===== src/rtl/tc_uart_pkg.sv =====
// Shared encodings and helpers for the Tiny Computer buffered RS-232 device.
package tc_uart_pkg;

  localparam int PAR_NONE = 0;
  localparam int PAR_ODD  = 1;
  localparam int PAR_EVEN = 2;

  // RX and TX walk the same state sequence, so they share one encoding.
  typedef logic [2:0] uart_state_t;
  localparam uart_state_t ST_IDLE   = 3'd0;
  localparam uart_state_t ST_START  = 3'd1;
  localparam uart_state_t ST_DATA   = 3'd2;
  localparam uart_state_t ST_PARITY = 3'd3;
  localparam uart_state_t ST_STOP   = 3'd4;

  // Clocks per oversample tick, rounded to nearest, never below 1.
  function automatic int calc_div(input int clk_hz, input int baud, input int os);
    int d;
    d = (clk_hz + (baud * os) / 2) / (baud * os);
    return (d < 1) ? 1 : d;
  endfunction

endpackage


===== src/rtl/tc_sync_fifo.sv =====
// Single-clock first-word-fall-through FIFO; head reads as 0 while empty.
module tc_sync_fifo #(
  parameter int WIDTH = 8,
  parameter int DEPTH = 16
) (
  input  logic             clk,
  input  logic             rst,
  input  logic             push,
  input  logic [WIDTH-1:0] din,
  input  logic             pop,
  output logic [WIDTH-1:0] dout,
  output logic             empty,
  output logic             full
);
  localparam int AW = $clog2(DEPTH);

  logic [WIDTH-1:0] mem [DEPTH];
  logic [AW:0]      wr_ptr, rd_ptr;
  logic             do_push, do_pop;

  assign empty   = (wr_ptr == rd_ptr);
  assign full    = (wr_ptr[AW] != rd_ptr[AW]) && (wr_ptr[AW-1:0] == rd_ptr[AW-1:0]);
  assign do_pop  = pop && !empty;
  // A pop frees the slot being written, so push on full succeeds with a pop.
  assign do_push = push && (!full || do_pop);
  assign dout    = empty ? '0 : mem[rd_ptr[AW-1:0]];

  always_ff @(posedge clk or posedge rst) begin
    if (rst) begin
      wr_ptr <= '0;
      rd_ptr <= '0;
    end else begin
      if (do_push) wr_ptr <= wr_ptr + 1'b1;
      if (do_pop)  rd_ptr <= rd_ptr + 1'b1;
    end
  end

  always_ff @(posedge clk) begin
    if (do_push) mem[wr_ptr[AW-1:0]] <= din;
  end

endmodule


===== src/rtl/tc_uart_fifo.sv =====
// Buffered RS-232 device for the Tiny Computer I/O bus: RX/TX FIFOs,
// oversampled receiver, optional parity and sticky error flags.
module tc_uart_fifo
  import tc_uart_pkg::*;
#(
  parameter int CLK_HZ     = 50000000,
  parameter int BAUD       = 115200,
  parameter int OVERSAMPLE = 16,
  parameter int DATA_BITS  = 8,
  parameter int PARITY     = 0,
  parameter int FIFO_DEPTH = 16
) (
  input  logic                 Clock,
  input  logic                 Reset,
  input  logic                 RxD,
  output logic                 TxD,
  input  logic                 readRX,
  output logic                 charReady,
  output logic [DATA_BITS-1:0] RXchar,
  input  logic                 writeTX,
  input  logic [DATA_BITS-1:0] TXchar,
  output logic                 TXempty,
  output logic                 txIdle,
  input  logic                 clrErr,
  output logic                 rxOverrun,
  output logic                 rxFrameErr,
  output logic                 rxParityErr
);
  localparam int DIV = calc_div(CLK_HZ, BAUD, OVERSAMPLE);
  localparam int DW  = (DIV > 1) ? $clog2(DIV) : 1;
  localparam int SW  = $clog2(OVERSAMPLE);
  localparam int BW  = $clog2(DATA_BITS + 1);
  localparam logic [SW-1:0] S_HALF = SW'(OVERSAMPLE / 2 - 1);
  localparam logic [SW-1:0] S_LAST = SW'(OVERSAMPLE - 1);
  localparam logic [BW-1:0] B_LAST = BW'(DATA_BITS - 1);
  localparam logic          ODD    = (PARITY == PAR_ODD);

  // Free-running oversample tick
  logic [DW-1:0] div_cnt;
  logic          tick;

  always_ff @(posedge Clock or posedge Reset) begin
    if (Reset) begin
      div_cnt <= '0;
      tick    <= 1'b0;
    end else if (div_cnt == DW'(DIV - 1)) begin
      div_cnt <= '0;
      tick    <= 1'b1;
    end else begin
      div_cnt <= div_cnt + 1'b1;
      tick    <= 1'b0;
    end
  end

  // Receiver
  logic                 rx_s1, rx_s2, rx_s3;
  logic                 rx, rx_fall;
  uart_state_t          rx_st;
  logic [SW-1:0]        rx_cnt;
  logic [BW-1:0]        rx_bits;
  logic [DATA_BITS-1:0] rx_shift, rx_char;
  logic                 rx_par_bad, rx_push, frame_evt, par_evt;
  logic                 rx_empty, rx_full, ovr_evt;

  assign rx      = rx_s2;
  assign rx_fall = rx_s3 & ~rx_s2;

  always_ff @(posedge Clock or posedge Reset) begin
    if (Reset) begin
      rx_s1 <= 1'b1;
      rx_s2 <= 1'b1;
      rx_s3 <= 1'b1;
    end else begin
      rx_s1 <= RxD;
      rx_s2 <= rx_s1;
      rx_s3 <= rx_s2;
    end
  end

  always_ff @(posedge Clock or posedge Reset) begin
    if (Reset) begin
      rx_st      <= ST_IDLE;
      rx_cnt     <= '0;
      rx_bits    <= '0;
      rx_shift   <= '0;
      rx_char    <= '0;
      rx_par_bad <= 1'b0;
      rx_push    <= 1'b0;
      frame_evt  <= 1'b0;
      par_evt    <= 1'b0;
    end else begin
      rx_push   <= 1'b0;
      frame_evt <= 1'b0;
      par_evt   <= 1'b0;
      case (rx_st)
        ST_IDLE: if (rx_fall) begin
          rx_cnt <= '0;
          rx_st  <= ST_START;
        end
        ST_START: if (tick) begin
          if (rx_cnt == S_HALF) begin
            rx_cnt     <= '0;
            rx_bits    <= '0;
            rx_par_bad <= 1'b0;
            rx_st      <= rx ? ST_IDLE : ST_DATA;
          end else rx_cnt <= rx_cnt + 1'b1;
        end
        ST_DATA: if (tick) begin
          if (rx_cnt == S_LAST) begin
            rx_cnt   <= '0;
            rx_shift <= {rx, rx_shift[DATA_BITS-1:1]};
            rx_bits  <= rx_bits + 1'b1;
            if (rx_bits == B_LAST) rx_st <= (PARITY != PAR_NONE) ? ST_PARITY : ST_STOP;
          end else rx_cnt <= rx_cnt + 1'b1;
        end
        ST_PARITY: if (tick) begin
          if (rx_cnt == S_LAST) begin
            rx_cnt     <= '0;
            rx_par_bad <= (^rx_shift) ^ rx ^ ODD;
            rx_st      <= ST_STOP;
          end else rx_cnt <= rx_cnt + 1'b1;
        end
        ST_STOP: if (tick) begin
          if (rx_cnt == S_LAST) begin
            rx_cnt    <= '0;
            rx_push   <= 1'b1;
            rx_char   <= rx_shift;
            frame_evt <= ~rx;
            par_evt   <= rx_par_bad;
            rx_st     <= ST_IDLE;
          end else rx_cnt <= rx_cnt + 1'b1;
        end
        default: rx_st <= ST_IDLE;
      endcase
    end
  end

  tc_sync_fifo #(.WIDTH(DATA_BITS), .DEPTH(FIFO_DEPTH)) u_rx_fifo (
    .clk(Clock), .rst(Reset), .push(rx_push), .din(rx_char), .pop(readRX),
    .dout(RXchar), .empty(rx_empty), .full(rx_full)
  );

  assign charReady = ~rx_empty;
  assign ovr_evt   = rx_push & rx_full & ~readRX;

  // A fresh error in the clearing cycle keeps its flag set.
  always_ff @(posedge Clock or posedge Reset) begin
    if (Reset) begin
      rxOverrun   <= 1'b0;
      rxFrameErr  <= 1'b0;
      rxParityErr <= 1'b0;
    end else begin
      rxOverrun   <= (rxOverrun   & ~clrErr) | ovr_evt;
      rxFrameErr  <= (rxFrameErr  & ~clrErr) | frame_evt;
      rxParityErr <= (rxParityErr & ~clrErr) | par_evt;
    end
  end

  // Transmitter
  uart_state_t          tx_st;
  logic [SW-1:0]        tx_cnt;
  logic [BW-1:0]        tx_bits;
  logic [DATA_BITS-1:0] tx_shift, tx_head;
  logic                 tx_par, tx_empty, tx_full, tx_pop, bit_end;

  assign bit_end = tick && (tx_cnt == S_LAST);
  // Reloading from the last stop tick keeps back-to-back frames gapless.
  assign tx_pop  = !tx_empty && ((tx_st == ST_IDLE) || (tx_st == ST_STOP && bit_end));

  tc_sync_fifo #(.WIDTH(DATA_BITS), .DEPTH(FIFO_DEPTH)) u_tx_fifo (
    .clk(Clock), .rst(Reset), .push(writeTX), .din(TXchar), .pop(tx_pop),
    .dout(tx_head), .empty(tx_empty), .full(tx_full)
  );

  assign TXempty = ~tx_full;
  assign txIdle  = tx_empty && (tx_st == ST_IDLE);

  always_ff @(posedge Clock or posedge Reset) begin
    if (Reset) begin
      tx_st    <= ST_IDLE;
      tx_cnt   <= '0;
      tx_bits  <= '0;
      tx_shift <= '0;
      tx_par   <= 1'b0;
      TxD      <= 1'b1;
    end else if (tx_pop) begin
      tx_shift <= tx_head;
      tx_par   <= (^tx_head) ^ ODD;
      tx_cnt   <= '0;
      tx_bits  <= '0;
      TxD      <= 1'b0;
      tx_st    <= ST_START;
    end else begin
      if (tick) tx_cnt <= bit_end ? '0 : tx_cnt + 1'b1;
      case (tx_st)
        ST_IDLE: TxD <= 1'b1;
        ST_START: if (bit_end) begin
          TxD      <= tx_shift[0];
          tx_shift <= tx_shift >> 1;
          tx_st    <= ST_DATA;
        end
        ST_DATA: if (bit_end) begin
          tx_bits <= tx_bits + 1'b1;
          if (tx_bits == B_LAST) begin
            TxD   <= (PARITY != PAR_NONE) ? tx_par : 1'b1;
            tx_st <= (PARITY != PAR_NONE) ? ST_PARITY : ST_STOP;
          end else begin
            TxD      <= tx_shift[0];
            tx_shift <= tx_shift >> 1;
          end
        end
        ST_PARITY: if (bit_end) begin
          TxD   <= 1'b1;
          tx_st <= ST_STOP;
        end
        ST_STOP: if (bit_end) tx_st <= ST_IDLE;
        default: tx_st <= ST_IDLE;
      endcase
    end
  end

endmodule

===== config.mk =====
export PLATFORM = sky130hd
export DESIGN_NAME = tc_uart_fifo
export DESIGN_NICKNAME = d
export VERILOG_FILES = /design/src/rtl/tc_uart_pkg.sv /design/src/rtl/tc_sync_fifo.sv /design/src/rtl/tc_uart_fifo.sv
export SDC_FILE = /design/constraint.sdc
export NUM_CORES = 1
export LEC_CHECK = 0
export CORE_UTILIZATION = 45
export DETAILED_ROUTE_END_ITERATION = 8
export PLACE_DENSITY = 0.69
export SYNTH_ARGS = -nofsm -noshare
export SYNTH_HDL_FRONTEND = slang
export SYNTH_SLANG_ARGS = --single-unit
export TNS_END_PERCENT = 50

===== constraint.sdc =====
create_clock -name Clock -period 6.8 [get_ports Clock]
set_input_delay 0.68 -clock Clock [delete_from_list [all_inputs] [get_ports Clock]]
set_output_delay 0.68 -clock Clock [all_outputs]
set_load 0.03 [all_outputs]

==> qor.csv, run 1 <==
stage,metric,value,unit
run_status,run status,completed,
min_path,Hold/Removal Path Class,flip-flop to flip-flop,
drt,DR vias,7071,
yosys,"EDFF count, synth",256,
critical_path,CP top delay family,buffers and inverters,
yosys,Seq cells post-synth,339,
timing,Final Critical Period,3.82,ns
layout,layout cells sized above 1,0.184,
drt,drc violations,0,
critical_path,Worst Path Arrival,3.14,ns
yosys,most frequent cell after synthesis,edfxtp_1,
cts,CTS tree,yes,
yosys,Netlist cell types,54,
cts,post_cts resized,0,
timing,unrepaired setup endpoints after global routing,no,
cts,Inserted Clock Buffers,36,
drt,post-route ant nets,0,
yosys,Post-Syn Area per Cell,17.0,um^2
drt,iteration-0 DRC count of the detailed router,627,
floorplan,placeable core area,30600,um^2
timing,Max Transition Viols Final,0,
drt,DR WL/cell,19.8,um
floorplan,Die Area,31800,um^2
critical_path,crit path cell chain,buf_4 -> mux4_2 -> nor2b_1 -> a211oi_1 -> a211oi_1 -> clkdlybuf4s50_1,
layout,final cell count without fillers,1278,
floorplan,Rows,64,
drt,via density per instance,5.53,
yosys,mux cell area share after synthesis,0.132,
layout,Layout area overhead,12.7,%
yosys,Post-Synth Adder-Cell Area,0.0150,
global_routing,initial antenna violation count,0,
floorplan,Die H,178,um
yosys,Simple-Gate Fraction of Synth Area,0.0641,
cts,Clock Path Buffers,3,
cts,clk_lat worst skew,0.53,ns
critical_path,worst path bufs/invs,2,
drt,routed wire length,25300,um
global_routing,GR Util All Layers,0.167,
timing,period utilisation layout,0.562,
timing,final hold vios,0,
timing,FMAX,262,MHz
critical_path,"Largest stage delay, worst path",0.65,ns
critical_path,CP Launch Type,flip-flop,
layout,nets,884,
job,Max-Cap Viols,0,
cts,Post-CTS Setup Inserts,0,
critical_path,Worst path most repeated cell,a211oi_1,
global_routing,GRT overflow,0,
yosys,register area share after synthesis,0.698,
timing,count of final setup violators,0,
yosys,Mapped Area,14000,um^2
global_routing,pin count of the biggest net entering global routing,68,
yosys,"area leader, netlist",edfxtp_1,
cts,Post-CTS Hold Fix Bufs,0,
cts,# clock sinks,339,
cts,CTS clock-pin slew for the worst setup and hold paths,0.06,ns
yosys,compound-gate portion of the synthesized area,0.0440,
global_routing,vias in the first global route,7116,
place,placed insts,1212,
cts,H-tree levels,2,
power,power per cell area,338,nW/um^2
global_routing,first-pass GRT wire length,40200,um
critical_path,Crit Path Category,flip-flop to primary output,
yosys,number of synthesis warnings,0,
timing,Slew @ Worst Pin,0.842,ns
power,leak pwr,5.99,nW
floorplan,I/O pin cnt,29,
yosys,"Net Count, Synth",853,
timing,Clock Skew,0.0188,ns
critical_path,Crit Path Max Fanout,36,
yosys,most common library cells after synthesis,"edfxtp_1 (256), dfrtp_1 (79), mux4_2 (64)",
floorplan,Initial Util,0.458,
timing,setup TNS,0,ns
yosys,post-synthesis xor/xnor area fraction,0.0263,
yosys,"Top FF cell, synth",edfxtp_1,
yosys,main combinational cell family by area after synthesis,multiplexers,
yosys,Synth async-reset ratio,0.245,
layout,antenna diode count,0,
drt,Pre-antenna DRT Iters,7,
cts,Root Buffer,clkbuf_16,
place,estimated wirelength of the detail-placed design,15900,um
timing,relative slew slack,0.435,
yosys,Syn Inst Count,823,
yosys,Synth top area share,0.549,
power,peak supply drop,0.223,mV
critical_path,Worst Setup End Kind,primary output,
place,RePlAce Congestion,0.761,
yosys,Synth area leaders,"edfxtp_1 (55%), dfrtp_1 (14%), mux4_2 (10%)",
place,port bufs,28,
critical_path,CP required,6.12,ns
floorplan,die width,178,um
critical_path,CP max-delay cell,clkdlybuf4s50_1,
-- power breakdown --
| part | leakage, nW | switching [W] | internal, W |
|---|---|---|---|
| Sequential | 3.72 | 0.000114 | 0.00238 |
| Combinational | 1.71 | 0.000530 | 0.000437 |
| Clock | 0.555 | 0.000800 | 0.00107 |
| Total | 5.99 | 0.00144 | 0.00388 |
-- layer usage --
metal	global-route usage	vias to the layer above	wire length, um
li1	-	3263	-
met1	0.230	3620	11400
met2	0.275	151	12600
met3	0.0264	37	915
met4	0.0494	0	438
met5	0	-	0
-- state kept, by name (all words and copies together), names as in the netlist, 4 cells and up --
| name | count |
|---|---|
| u_rx_fifo.rd_ptr | 5 |
| u_tx_fifo.mem | 128 |
| u_tx_fifo.rd_ptr | 5 |
| rx_cnt | 4 |
| u_tx_fifo.wr_ptr | 5 |
| tx_shift | 8 |
| rx_bits | 4 |
| div_cnt | 5 |
| rx_shift | 8 |
| tx_cnt | 4 |
| u_rx_fifo.mem | 128 |
| rx_char | 8 |
| u_rx_fifo.wr_ptr | 5 |
| tx_bits | 4 |
-- placed cells by master, fill, tap and decap left out, types with 3 or more instances in the layout --
| cell | Yosys | final |
|---|---|---|
| xor2_1 | 15 | 15 |
| nand2b_1 | 6 | 6 |
| nor3_1 | 8 | 7 |
| a21o_1 | 8 | 8 |
| nand4_1 | 8 | 8 |
| o21ai_1 | 8 | 8 |
| dfrtp_1 | 79 | 77 |
| clkbuf_1 | 15 | 8 |
| mux2_2 | 18 | 18 |
| mux2_1 | 5 | 5 |
| clkinv_1 | 0 | 3 |
| clkbuf_16 | 0 | 36 |
| a211oi_1 | 16 | 16 |
| and2_1 | 5 | 5 |
| nand2_1 | 35 | 35 |
| a22oi_1 | 16 | 16 |
| buf_4 | 5 | 10 |
| clkdlybuf4s50_1 | 0 | 28 |
| nand3_1 | 13 | 13 |
| o22ai_1 | 3 | 3 |
| o31ai_1 | 3 | 3 |
| ha_1 | 16 | 16 |
| dfstp_2 | 4 | 4 |
| xnor2_1 | 27 | 27 |
| mux2i_1 | 15 | 15 |
| edfxtp_1 | 256 | 256 |
| a22o_1 | 4 | 4 |
| a21oi_1 | 7 | 6 |
| nor2_1 | 34 | 34 |
| a32oi_1 | 3 | 3 |
| nor2b_1 | 17 | 17 |
| clkinv_2 | 0 | 11 |
| mux4_2 | 64 | 64 |
| o21ai_0 | 14 | 14 |
| and3_1 | 33 | 33 |
| inv_1 | 18 | 17 |
-- area by class of cell --
cell class,instances,area (um^2)
fillers,2478,14800
inverters,19,72.6
clock buffers,44,931
flip-flops and latches,339,9770
well taps,396,495
repair buffers,38,355
multi-input cells,420,3950
clock inverters,22,199
-- logic make-up (layout without fill, tap and decap cells) --
kind of cell | count (synthesis) | in the layout
mux | 102 | 102
xor+xnor | 42 | 42
fa+ha+maj | 17 | 17
flops | 339 | 339
simple gates | 169 | 169
compound gates | 90 | 90
buf+inv | 64 | 123
-- worst reg2reg max path, cell delays in order (launching register included) --
cell and delay [ns]:
dfrtp_2 0.34, buf_4 0.54, xor2_1 0.24, nor2_1 0.08, a31oi_1 0.26, buf_4 0.26, nand2_1 0.13, nor3_2 0.65
-- metrics by stage --
stage / hold slack, ns / setup slack (ns) / util / area [um^2] / power, W
4_1_cts: 0.359 / 2.89 / 0.516 / 15800 / 0.00539
3_3_place_gp: 0.353 / 3.46 / 0.479 / 14600 / 0.00350
3_5_place_dp: 0.351 / 3.45 / 0.479 / 14600 / 0.00351
5_1_grt: 0.365 / 2.75 / 0.516 / 15800 / 0.00558
2_1_floorplan: 0.345 / 3.99 / - / 14000 / 0.00330
6_report: 0.357 / 2.98 / 0.516 / 15800 / 0.00533
-- path summary, 6_finish.rpt --
| check | cells past startpoint | slack [ns] | start | to |
|---|---|---|---|---|
| min in group asynchronous | 2 | 0.42 | Reset | u_tx_fifo.wr_ptr[4] |
| min reg2reg | 0 | 0.36 | rx_s1 | rx |
| max in group asynchronous | 3 | 5.21 | Reset | u_rx_fifo.rd_ptr[0] |
| max | 6 | 2.98 | u_rx_fifo.rd_ptr[0] | RXchar[3] |
| min | 0 | 0.36 | rx_s1 | rx |
| max reg2reg | 7 | 3.94 | u_rx_fifo.rd_ptr[0] | u_rx_fifo.mem[3][5] |
Note: power is estimated with default switching activity, not from simulation.
==> run 2, diff against run 1 <==
- PLACE_DENSITY: 0.69 -> 0.71
- clock period: 6.8 -> 3.5 ns (I/O delays scaled with it)
==> run 2 against run 1 <==
First-iteration DRC count is 34% lower. Register-to-register slack worse by 2.9 ns. Final cell count unchanged. Core utilization increased by 0.38 points. Wire length fell by 1.2%. Critical endpoint unchanged. Largest power group unchanged.
==> qor.csv, run 2 (synthesized netlist as in run 1, its figures left out) <==
stage,metric,value,unit,change
run_status,run status,completed,,
critical_path,"reg-to-reg slack, setup",1.00,ns,-2.94 ns
critical_path,CP Launch Type,flip-flop,,
timing,relative slew slack,0.533,,+0.0978
critical_path,end of the critical path,RXchar[3],,
timing,FMAX,304,MHz,
drt,iteration-0 DRC count of the detailed router,415,,-34%
power,power per cell area,666,nW/um^2,+97%
place,estimated wirelength of the detail-placed design,16200,um,+1.9%
timing,Clock Skew,0.0235,ns,+0.00465 ns
timing,period utilisation layout,0.940,,
timing,count of final setup violators,0,,unchanged
critical_path,CP required,3.15,ns,-2.97 ns
timing,setup ws final,0.208,ns,-2.77 ns
place,RePlAce Congestion,0.777,,+2.2%
min_path,Hold/Removal Path Class,input port to async pin,,
layout,layout cells sized above 1,0.184,,unchanged
cts,Root Buffer,clkbuf_16,,
floorplan,Die Area,31800,um^2,unchanged
cts,Clock Path Buffers,3,,unchanged
timing,final hold vios,0,,unchanged
cts,clk_lat worst skew,0.52,ns,about the same
global_routing,pin count of the biggest net entering global routing,53,,-22%
layout,final cell count without fillers,1278,,unchanged
cts,H-tree levels,2,,unchanged
drt,routed wire length,25000,um,-1.2%
critical_path,Worst Path Arrival,2.94,ns,-0.20 ns
critical_path,"Largest stage delay, worst path",0.63,ns,-0.02 ns
global_routing,first-pass GRT wire length,40500,um,+0.79%
cts,CTS tree,yes,,
drt,drc violations,0,,unchanged
power,Tot Pwr,0.0106,W,+99%
drt,via density per instance,5.56,,+0.44%
layout,"leading cell type in the layout, fill and taps excluded",edfxtp_1,,
layout,antenna diode count,0,,unchanged
critical_path,worst r2r dst,u_tx_fifo.mem[6][6],,
power,leak pwr,6.04,nW,+0.75%
cts,Inserted Clock Buffers,36,,unchanged
critical_path,Crit. Startpoint,u_rx_fifo.rd_ptr[0],,
global_routing,GR Util All Layers,0.167,,-0.000251
critical_path,Worst Setup End Kind,primary output,,
critical_path,cells on worst reg2reg path,6,,-1
critical_path,Worst path most repeated cell,a211oi_1,,
cts,# clock sinks,339,,unchanged
layout,filler cell count,2459,,-0.77%
layout,Layout area overhead,13.5,%,
global_routing,initial antenna violation count,0,,unchanged
power,peak supply drop,0.484,mV,+120%
job,Max-Cap Viols,0,,unchanged
timing,Slew @ Worst Pin,0.700,ns,-0.142 ns
global_routing,vias in the first global route,7208,,+1.3%
place,port bufs,28,,unchanged
floorplan,placeable core area,30600,um^2,unchanged
drt,Pre-antenna DRT Iters,5,,-2
floorplan,I/O pin cnt,29,,unchanged
timing,unrepaired setup endpoints after global routing,no,,
critical_path,CP max-delay cell,clkdlybuf4s50_1,,
drt,post-route ant nets,0,,unchanged
critical_path,Crit Path Max Fanout,11,,-69%
timing,Max Transition Viols Final,0,,unchanged
floorplan,die width,178,um,unchanged
floorplan,Initial Util,0.458,,unchanged
cts,Post-CTS Setup Inserts,0,,unchanged
cts,CTS clock-pin slew for the worst setup and hold paths,0.06,ns,about the same
drt,DR vias,7102,,+0.44%
timing,Final Critical Period,3.29,ns,
floorplan,Rows,64,,unchanged
floorplan,Die H,178,um,unchanged
critical_path,crit path cell chain,buf_4 -> mux4_2 -> a211oi_1 -> a211oi_1 -> clkdlybuf4s50_1,,
critical_path,RR Startpoint,tx_cnt[0],,
critical_path,Crit Path Category,flip-flop to primary output,,
layout,nets,886,,+0.23%
place,placed insts,1214,,+0.17%
cts,Post-CTS Hold Fix Bufs,0,,unchanged
timing,worst hold slack,0.190,ns,-0.166 ns
layout,"commonest non-fill, non-tap cells in the layout","edfxtp_1 (256), dfrtp_1 (76), mux4_2 (64)",,
drt,DR WL/cell,19.6,um,-1.2%
global_routing,GRT overflow,0,,unchanged
place,DP Worst Slack,0.671,ns,-2.77 ns
timing,setup TNS,0,ns,unchanged
## run 2: changes by cell type in the layout (fill, tap and decap cells not counted), moves of 2 or more
cell and change:
buf_12 +2, bufinv_16 +3, clkbuf_1 -2, clkbuf_16 +2
clkinv_1 +2, clkinv_2 -3, inv_6 -2
## run 2: per-layer routing
metal,GRT usage,share of wire
met3,0.0311,0.048
met4,0.0519,0.019
met1,0.230,0.45
met5,0,0
met2,0.268,0.48
## run 2: layout make-up
class | count | area (um^2) | share of cell area
repair buffers | 40 | 395 | 0.0249
inverters | 19 | 72.6 | 0.00457
well taps | 396 | 495 | 0.0312
flip-flops and latches | 339 | 9770 | 0.615
multi-input cells | 420 | 3950 | 0.248
clock buffers | 44 | 973 | 0.0613
clock inverters | 20 | 235 | 0.0148
## run 2: worst min-delay path by stage
stage	from	end	slack, ns
floorplan	rx_s1	rx	0.35
global route	Reset	div_cnt[2]	0.25
CTS	Reset	tx_cnt[3]	0.20
finish	Reset	tx_cnt[3]	0.19
detailed placement	rx_s1	rx	0.35
global placement	rx_s1	rx	0.35
## run 2: worst max-delay path: cells and delay by family (launching register included)
kind | cells | cell delay [ns]
AO/OA/AOI/OAI | 2 | 0.41
flip-flops | 1 | 0.59
multiplexers | 1 | 0.52
buffers and inverters | 2 | 0.89
## run 2: stage by stage
stage / instance area [um^2] / utilization
2_1_floorplan: 14000 / -
5_1_grt: 15900 / 0.519
6_report: 15900 / 0.519
3_5_place_dp: 14700 / 0.480
4_1_cts: 15900 / 0.519
3_3_place_gp: 14700 / 0.480
## run 2: what timing repair did
action / in CTS / in global routing
endpoints found under the hold margin: 0 / 0
gates resized for setup: 0 / 1
setup endpoints to repair: 0 / 3
## run 2: where the power goes
part | internal [W] | leakage [nW] | total, W | switching, W
clock | 0.00235 | 0.588 | 0.00386 | 0.00151
combinational | 0.000863 | 1.73 | 0.00186 | 0.00100
sequential | 0.00462 | 3.72 | 0.00486 | 0.000245
==> run 3, diff against run 2 <==
- CTS_CLUSTER_SIZE: unset -> 24
- TNS_END_PERCENT: 50 -> 20
==> run 3 against run 2 <==
Power fell by 4.0%. First-iteration DRC count rose by 10%. Core utilization fell by 0.53 points. Critical endpoint unchanged. Register-to-register slack barely moved. Highest routed layer unchanged. Sequential share of layout area rose by 0.63 points.
==> qor.csv, run 3 (synthesized netlist as in run 1, its figures left out) <==
stage,metric,value,unit,change
run_status,run status,completed,,
layout,filler cell count,2488,,+1.2%
timing,Slew @ Worst Pin,0.685,ns,-0.0147 ns
timing,Max Transition Viols Final,0,,unchanged
timing,FMAX,304,MHz,about the same
cts,# clock sinks,339,,unchanged
drt,Pre-antenna DRT Iters,5,,unchanged
floorplan,die width,178,um,unchanged
drt,DR vias,7087,,-0.21%
timing,Clock Skew,0.0179,ns,-0.00553 ns
global_routing,pin count of the biggest net entering global routing,53,,unchanged
critical_path,Worst Path Arrival,2.94,ns,about the same
job,Max-Cap Viols,0,,unchanged
layout,Layout area overhead,12.3,%,
critical_path,CP Launch Type,flip-flop,,
critical_path,"reg-to-reg slack, setup",1.00,ns,about the same
place,port bufs,28,,unchanged
layout,final cell count without fillers,1275,,-0.23%
cts,CTS clock-pin slew for the worst setup and hold paths,0.06,ns,about the same
drt,iteration-0 DRC count of the detailed router,458,,+10%
cts,clk_lat worst skew,0.51,ns,about the same
global_routing,GRT overflow,0,,unchanged
drt,drc violations,0,,unchanged
power,Tot Pwr,0.0102,W,-4.0%
floorplan,Die Area,31800,um^2,unchanged
timing,period utilisation layout,0.940,,about the same
place,RePlAce Congestion,0.777,,unchanged
cts,Post-CTS Setup Inserts,0,,unchanged
floorplan,Die H,178,um,unchanged
global_routing,GR Util All Layers,0.167,,+0.000503
floorplan,placeable core area,30600,um^2,unchanged
critical_path,Worst Setup End Kind,primary output,,
global_routing,met1 usage,0.233,,+0.00226
critical_path,Crit Path Max Fanout,11,,unchanged
timing,relative slew slack,0.543,,+0.00983
timing,unrepaired setup endpoints after global routing,no,,
layout,layout cells sized above 1,0.179,,-0.00506
global_routing,vias in the first global route,7217,,+0.12%
layout,register area,9770,um^2,unchanged
timing,Final Critical Period,3.29,ns,-0.00107 ns
critical_path,CP required,3.15,ns,about the same
power,power per cell area,646,nW/um^2,-3.0%
floorplan,Rows,64,,unchanged
cts,Root Buffer,clkbuf_16,,
global_routing,first-pass GRT wire length,40700,um,+0.39%
min_path,Hold/Removal Path Class,input port to async pin,,
drt,post-route ant nets,0,,unchanged
timing,setup TNS,0,ns,unchanged
drt,routed wire length,25000,um,about the same
drt,via density per instance,5.56,,about the same
drt,DR WL/cell,19.6,um,+0.27%
global_routing,initial antenna violation count,0,,unchanged
critical_path,Crit Path Category,flip-flop to primary output,,
layout,nets,885,,-0.11%
cts,Inserted Clock Buffers,35,,-2.8%
timing,worst hold slack,0.204,ns,+0.0133 ns
timing,count of final setup violators,0,,unchanged
global_routing,GRT busiest layer,met2,,
global_routing,M2 GR Usage,0.270,,+0.00161
layout,"leading cell type in the layout, fill and taps excluded",edfxtp_1,,
layout,antenna diode count,0,,unchanged
place,estimated wirelength of the detail-placed design,16200,um,unchanged
layout,"commonest non-fill, non-tap cells in the layout","edfxtp_1 (256), dfrtp_1 (76), mux4_2 (64)",,
layout,fin util,0.514,,-0.00528
global_routing,met3 Use GR,0.0283,,-0.00277
cts,H-tree levels,2,,unchanged
power,leak pwr,5.95,nW,-1.4%
cts,Clock Path Buffers,3,,unchanged
layout,multi-input logic area,3950,um^2,unchanged
cts,CTS tree,yes,,
floorplan,Initial Util,0.458,,unchanged
place,placed insts,1214,,unchanged
power,peak supply drop,0.462,mV,-4.6%
floorplan,I/O pin cnt,29,,unchanged
timing,final hold vios,0,,unchanged
## run 3: cell types whose count changed in the layout (fill, tap and decap cells not counted), moves of 2 or more
cell,previous run,this run
bufinv_16,5,1
clkbuf_1,6,10
clkbuf_16,38,35
clkbuf_8,0,2
clkinv_1,5,3
clkinv_2,8,6
## run 3: layout make-up
class,count,share of cell area
clock inverters,14,0.00676
multi-input cells,420,0.251
repair buffers,40,0.0251
flip-flops and latches,339,0.621
inverters,19,0.00461
well taps,396,0.0315
clock buffers,47,0.0598
## run 3: worst paths after layout
kind	start	endpoint	cells after the start
setup / recovery	u_rx_fifo.rd_ptr[0]	RXchar[3]	5
hold / removal	Reset	div_cnt[2]	2
setup reg to reg	tx_cnt[0]	u_tx_fifo.mem[6][6]	6
hold reg to reg	rx_s1	rx	0
max in group asynchronous	Reset	rx_s3	3
min in group Clock	RxD	rx_s1	1
## run 3: worst max-delay path: stages (launching register included)
cell	delay, ns
dfrtp_2	0.59
buf_4	0.26
mux4_2	0.52
a211oi_1	0.33
a211oi_1	0.09
clkdlybuf4s50_1	0.63
## run 3: report_power, final
| group | switching, W | internal, W |
|---|---|---|
| Combinational | 0.00100 | 0.000863 |
| Sequential | 0.000249 | 0.00462 |
| Clock | 0.00146 | 0.00197 |
## run 3: per-layer routing
metal | up-vias | wire [um]
li1 | 3258 | -
met1 | 3617 | 11200
met2 | 173 | 12200
met3 | 39 | 1120
met4 | 0 | 482
met5 | - | 0
## run 3: per-stage QoR
stage / cell area, um^2 / worst slack, ns
after floorplan: 14000 / 1.02
after global placement: 14700 / 0.739
after detailed placement: 14700 / 0.671
after CTS: 15700 / 0.120
after global routing: 15700 / 0.0876
final: 15700 / 0.209
## run 3: what timing repair did
item	in CTS	in global routing
gates resized for setup	0	1
hold buffers	0	0
setup endpoints to repair	0	2
==> RTL edit 1 (flow settings as in run 2) <==
Change the parameter `FIFO_DEPTH` from 16 to 32.
--- a/src/rtl/tc_uart_fifo.sv
+++ b/src/rtl/tc_uart_fifo.sv
@@ -8,7 +8,7 @@
   parameter int OVERSAMPLE = 16,
   parameter int DATA_BITS  = 8,
   parameter int PARITY     = 0,
-  parameter int FIFO_DEPTH = 16
+  parameter int FIFO_DEPTH = 32
 ) (
   input  logic                 Clock,
   input  logic                 Reset,
Formal check against the unedited RTL: no difference found for any inputs over 10 cycles, from zero or initial values and one cycle with Reset high; that may be too few to reach the edited logic, so the function may still have changed.
==> RTL edit 1 against run 2 <==
- the run now ends with DRC left
- via count up 78%
- critical path depth grew 3
- global-route usage increased by 2.1 points
- count of clock-buffer cells in the layout grew 31
- design area increased by 74%
- sequential power up 71%
- sequential share of layout area is 2.1 points higher
- final cell count grew 73%
- synthesized area is 73% higher
- setup slack got worse by 0.027 ns
- clock skew fell by 0.010 ns
- total power increased by 63%
- sequential cell count grew 260
- routed wire length up 100%
- critical endpoint is now RXchar[5]
- highest routed layer is now met5
==> RTL edit 1: results <==
[outcome]
outcome = "finished, violations left"
violations = "DRC"

[pwr]
leakage_nw = 10.1
intPower_w = 0.0128
ir_worst_vdd_mv = 0.470
sw_frac_of_total = 0.256
pwr-share-seq = 0.481

[clocking]
numCtsBuffers = 56
clkLatencyLatePin_ns = 0.61

[cells_and_area]
fillers = 4143
nets = 1507
clk_share = 0.0667
nClkBuffers = 75
fin_cells = 2210
final-nonclk-buf-share = 0.0397
num-multi-input-gates = 680
buffers = 124

[drt]
highest-signal-layer = "met5"
wl_met3_um = 2920
drcViolationCount = 3
drt_iter0_markers = 1062

[synthesis]
synth_fa_ha_area_frac = 0.00825
synth-compound-area-share = 0.0477
synth_fp_nets = 1405
ys_types = 66
syn_area_per_cell_um2 = 17.6
synth_top_cells_by_count = "edfxtp_1 (512), nor2_1 (102), mux4_2 (94), dfrtp_1 (83), mux2_2 (59)"
ys_top_cells_by_area = "edfxtp_1 (63%), mux4_2 (8.7%), dfrtp_1 (8.6%)"

[placed_design]
dp_hpwl_um = 31000
place_ws_ns = 0.439
placed_cells = 2100
place_area_um2 = 25700

[setup_path]
cp_slowest_cell = "mux4_2"

[sta]
finClkSkew_ns = 0.0130
max_slew_margin = 0.146

[global_routing]
grtUsageMet3 = 0.0295
==> RTL edit 1: what timing repair did <==
action                     in CTS  in global routing
gates resized for setup         8                  5
hold buffers                    0                  0
gates cloned                    0                  1
setup endpoints to repair       8                  5
buffers inserted                0                  6
==> RTL edit 1: worst paths after layout <==
check	cells after the start	slack (ns)	end	start
max	8	0.18	RXchar[5]	u_rx_fifo.rd_ptr[0]$_DFFE_PP0P_
min	2	0.13	u_rx_fifo.rd_ptr[1]$_DFFE_PP0P_	Reset
max reg2reg	7	0.65	tx_shift[6]$_DFFE_PP0P_	u_tx_fifo.rd_ptr[0]$_DFFE_PP0P_
min reg2reg	0	0.36	rx$_DFF_PP1_	rx_s1$_DFF_PP1_
max in group asynchronous	3	2.61	rx$_DFF_PP1_	Reset
min in group Clock	1	0.31	rx_s1$_DFF_PP1_	RxD
==> RTL edit 2 (config.mk and constraints of run 2) <==
Without the edit above. Make the reset (`Reset` and `rst`) synchronous in 6 clocked blocks.
--- a/src/rtl/tc_sync_fifo.sv
+++ b/src/rtl/tc_sync_fifo.sv
@@ -25,7 +25,7 @@
   assign do_push = push && (!full || do_pop);
   assign dout    = empty ? '0 : mem[rd_ptr[AW-1:0]];
 
-  always_ff @(posedge clk or posedge rst) begin
+  always_ff @(posedge clk) begin
     if (rst) begin
       wr_ptr <= '0;
       rd_ptr <= '0;
--- a/src/rtl/tc_uart_fifo.sv
+++ b/src/rtl/tc_uart_fifo.sv
@@ -39,7 +39,7 @@
   logic [DW-1:0] div_cnt;
   logic          tick;
 
-  always_ff @(posedge Clock or posedge Reset) begin
+  always_ff @(posedge Clock) begin
     if (Reset) begin
       div_cnt <= '0;
       tick    <= 1'b0;
@@ -65,7 +65,7 @@
   assign rx      = rx_s2;
   assign rx_fall = rx_s3 & ~rx_s2;
 
-  always_ff @(posedge Clock or posedge Reset) begin
+  always_ff @(posedge Clock) begin
     if (Reset) begin
       rx_s1 <= 1'b1;
       rx_s2 <= 1'b1;
@@ -77,7 +77,7 @@
     end
   end
 
-  always_ff @(posedge Clock or posedge Reset) begin
+  always_ff @(posedge Clock) begin
     if (Reset) begin
       rx_st      <= ST_IDLE;
       rx_cnt     <= '0;
@@ -144,7 +144,7 @@
   assign ovr_evt   = rx_push & rx_full & ~readRX;
 
   // A fresh error in the clearing cycle keeps its flag set.
-  always_ff @(posedge Clock or posedge Reset) begin
+  always_ff @(posedge Clock) begin
     if (Reset) begin
       rxOverrun   <= 1'b0;
       rxFrameErr  <= 1'b0;
@@ -175,7 +175,7 @@
   assign TXempty = ~tx_full;
   assign txIdle  = tx_empty && (tx_st == ST_IDLE);
 
-  always_ff @(posedge Clock or posedge Reset) begin
+  always_ff @(posedge Clock) begin
     if (Reset) begin
       tx_st    <= ST_IDLE;
       tx_cnt   <= '0;
Check against the original RTL: differs if Reset is asserted again (counterexample within 4 cycles, from zero or initial values and one cycle with Reset high); with Reset held inactive, the same outputs for 4 cycles.
==> RTL edit 2 against run 2 <==
- setup slack better by 0.042 ns
- maximum frequency rose by 1.3%
- total power decreased by 13%
- via count increased by 4.4%
- sequential cell count rose by 8
- die area is 0.34% lower
- non-clock buffer count grew 12
- design area is 0.10% lower
- sequential share of layout area shrank 1.6 points
- largest power group unchanged
- synthesized area decreased by 0.34%
- critical endpoint is now RXchar[5]
- clock skew fell by 0.010 ns
- routed wire length increased by 5.3%
- critical path type unchanged
==> RTL edit 2: results <==
[sta]
tightest_slew_ns = 0.783
worst_slack_ns = 0.250
finClkSkew_ns = 0.0130
hold_ws_ns = 0.372

[cells_and_area]
nets = 944
drive_above_1_share = 0.176

[placed_design]
place_ws_ns = 0.770
placed_cells = 1271
routabilityCongestion = 0.801
dp_hpwl_um = 16900

[outcome]
outcome = "finished clean"

[drt]
vias_per_cell = 5.56
drt_iter0_markers = 598
wire_per_inst_um = 19.8
routed_wl_um = 26300

[clocking]
clkLatencyLatePin_ns = 0.50

[synthesis]
async_reset_ff_frac = 0
ys_top_cells_by_area = "edfxtp_1 (55%), dfxtp_1 (13%), mux4_2 (12%)"
seq_area_frac_synth = 0.681
synth_fp_nets = 897
synth_top_cells_by_count = "edfxtp_1 (256), dfxtp_1 (91), nor2_1 (82), mux4_2 (72), mux2i_1 (27)"

[setup_path]
cp.arrival_ns = 2.90
r2r_start = "tx_cnt[0]$_SDFFE_PP0P_"
ff2ff_setup_slack_ns = 0.98

[pwr]
leakage_nw = 5.20
ir_worst_vdd_mv = 0.454

[global_routing]
grt_pass1_vias = 7372
grt_max_degree = 41
track_usage = 0.172
## RTL edit 2: cell types whose count changed after synthesis, sizes merged, moves of 12 or more
cell / before / now
mux2i: 15 / 27
dfxtp: 0 / 91
a211oi: 16 / 3
nor2: 35 / 82
a22oi: 16 / 4
mux2: 23 / 3
and3: 34 / 18
dfrtp: 79 / 0
## RTL edit 2: critical path, delay by kind of cell (launching register included)
kind | cells | cell delay [ns]
muxes | 2 | 1.04
DFF | 1 | 0.34
buffers and inverters | 2 | 0.83
and+or+nand+nor | 1 | 0.15
## RTL edit 2: worst paths after layout
check,end
max,RXchar[5]
min,u_rx_fifo.wr_ptr[4]$_SDFFE_PP0P_
max reg2reg,tx_shift[0]$_SDFFE_PP0P_
min reg2reg,rx$_SDFF_PP1_
## RTL edit 2: power by group
part	switching [W]	total (W)	internal [W]
clock	0.00150	0.00373	0.00223
sequential	0.0000651	0.00455	0.00448
combinational	0.000520	0.000945	0.000426
## RTL edit 2: per-layer routing
layer / wire length, um / track usage / share of wire
met1: 11300 / 0.226 / 0.43
met4: 527 / 0.0531 / 0.020
met3: 1230 / 0.0281 / 0.047
met5: 0 / 0 / 0
met2: 13300 / 0.293 / 0.50
## RTL edit 2: kinds of logic after synthesis
kind of cell / share of synthesized area
AOI/OAI and AO/OA: 0.0407
xor gates and xnor gates: 0.0257
adders and majority gates: 0.0143
buffers and inverters: 0.0180
DFF: 0.681
muxes: 0.138
and+or+nand+nor: 0.0818
## RTL edit 2: layout make-up
cell class / count / area, um^2
clock buffers: 42 / 945
inverters: 14 / 52.6
well taps: 396 / 495
flip-flops and latches: 347 / 9510
clock inverters: 20 / 208
repair buffers: 52 / 468
fillers: 2455 / 14600
multi-input cells: 462 / 4190
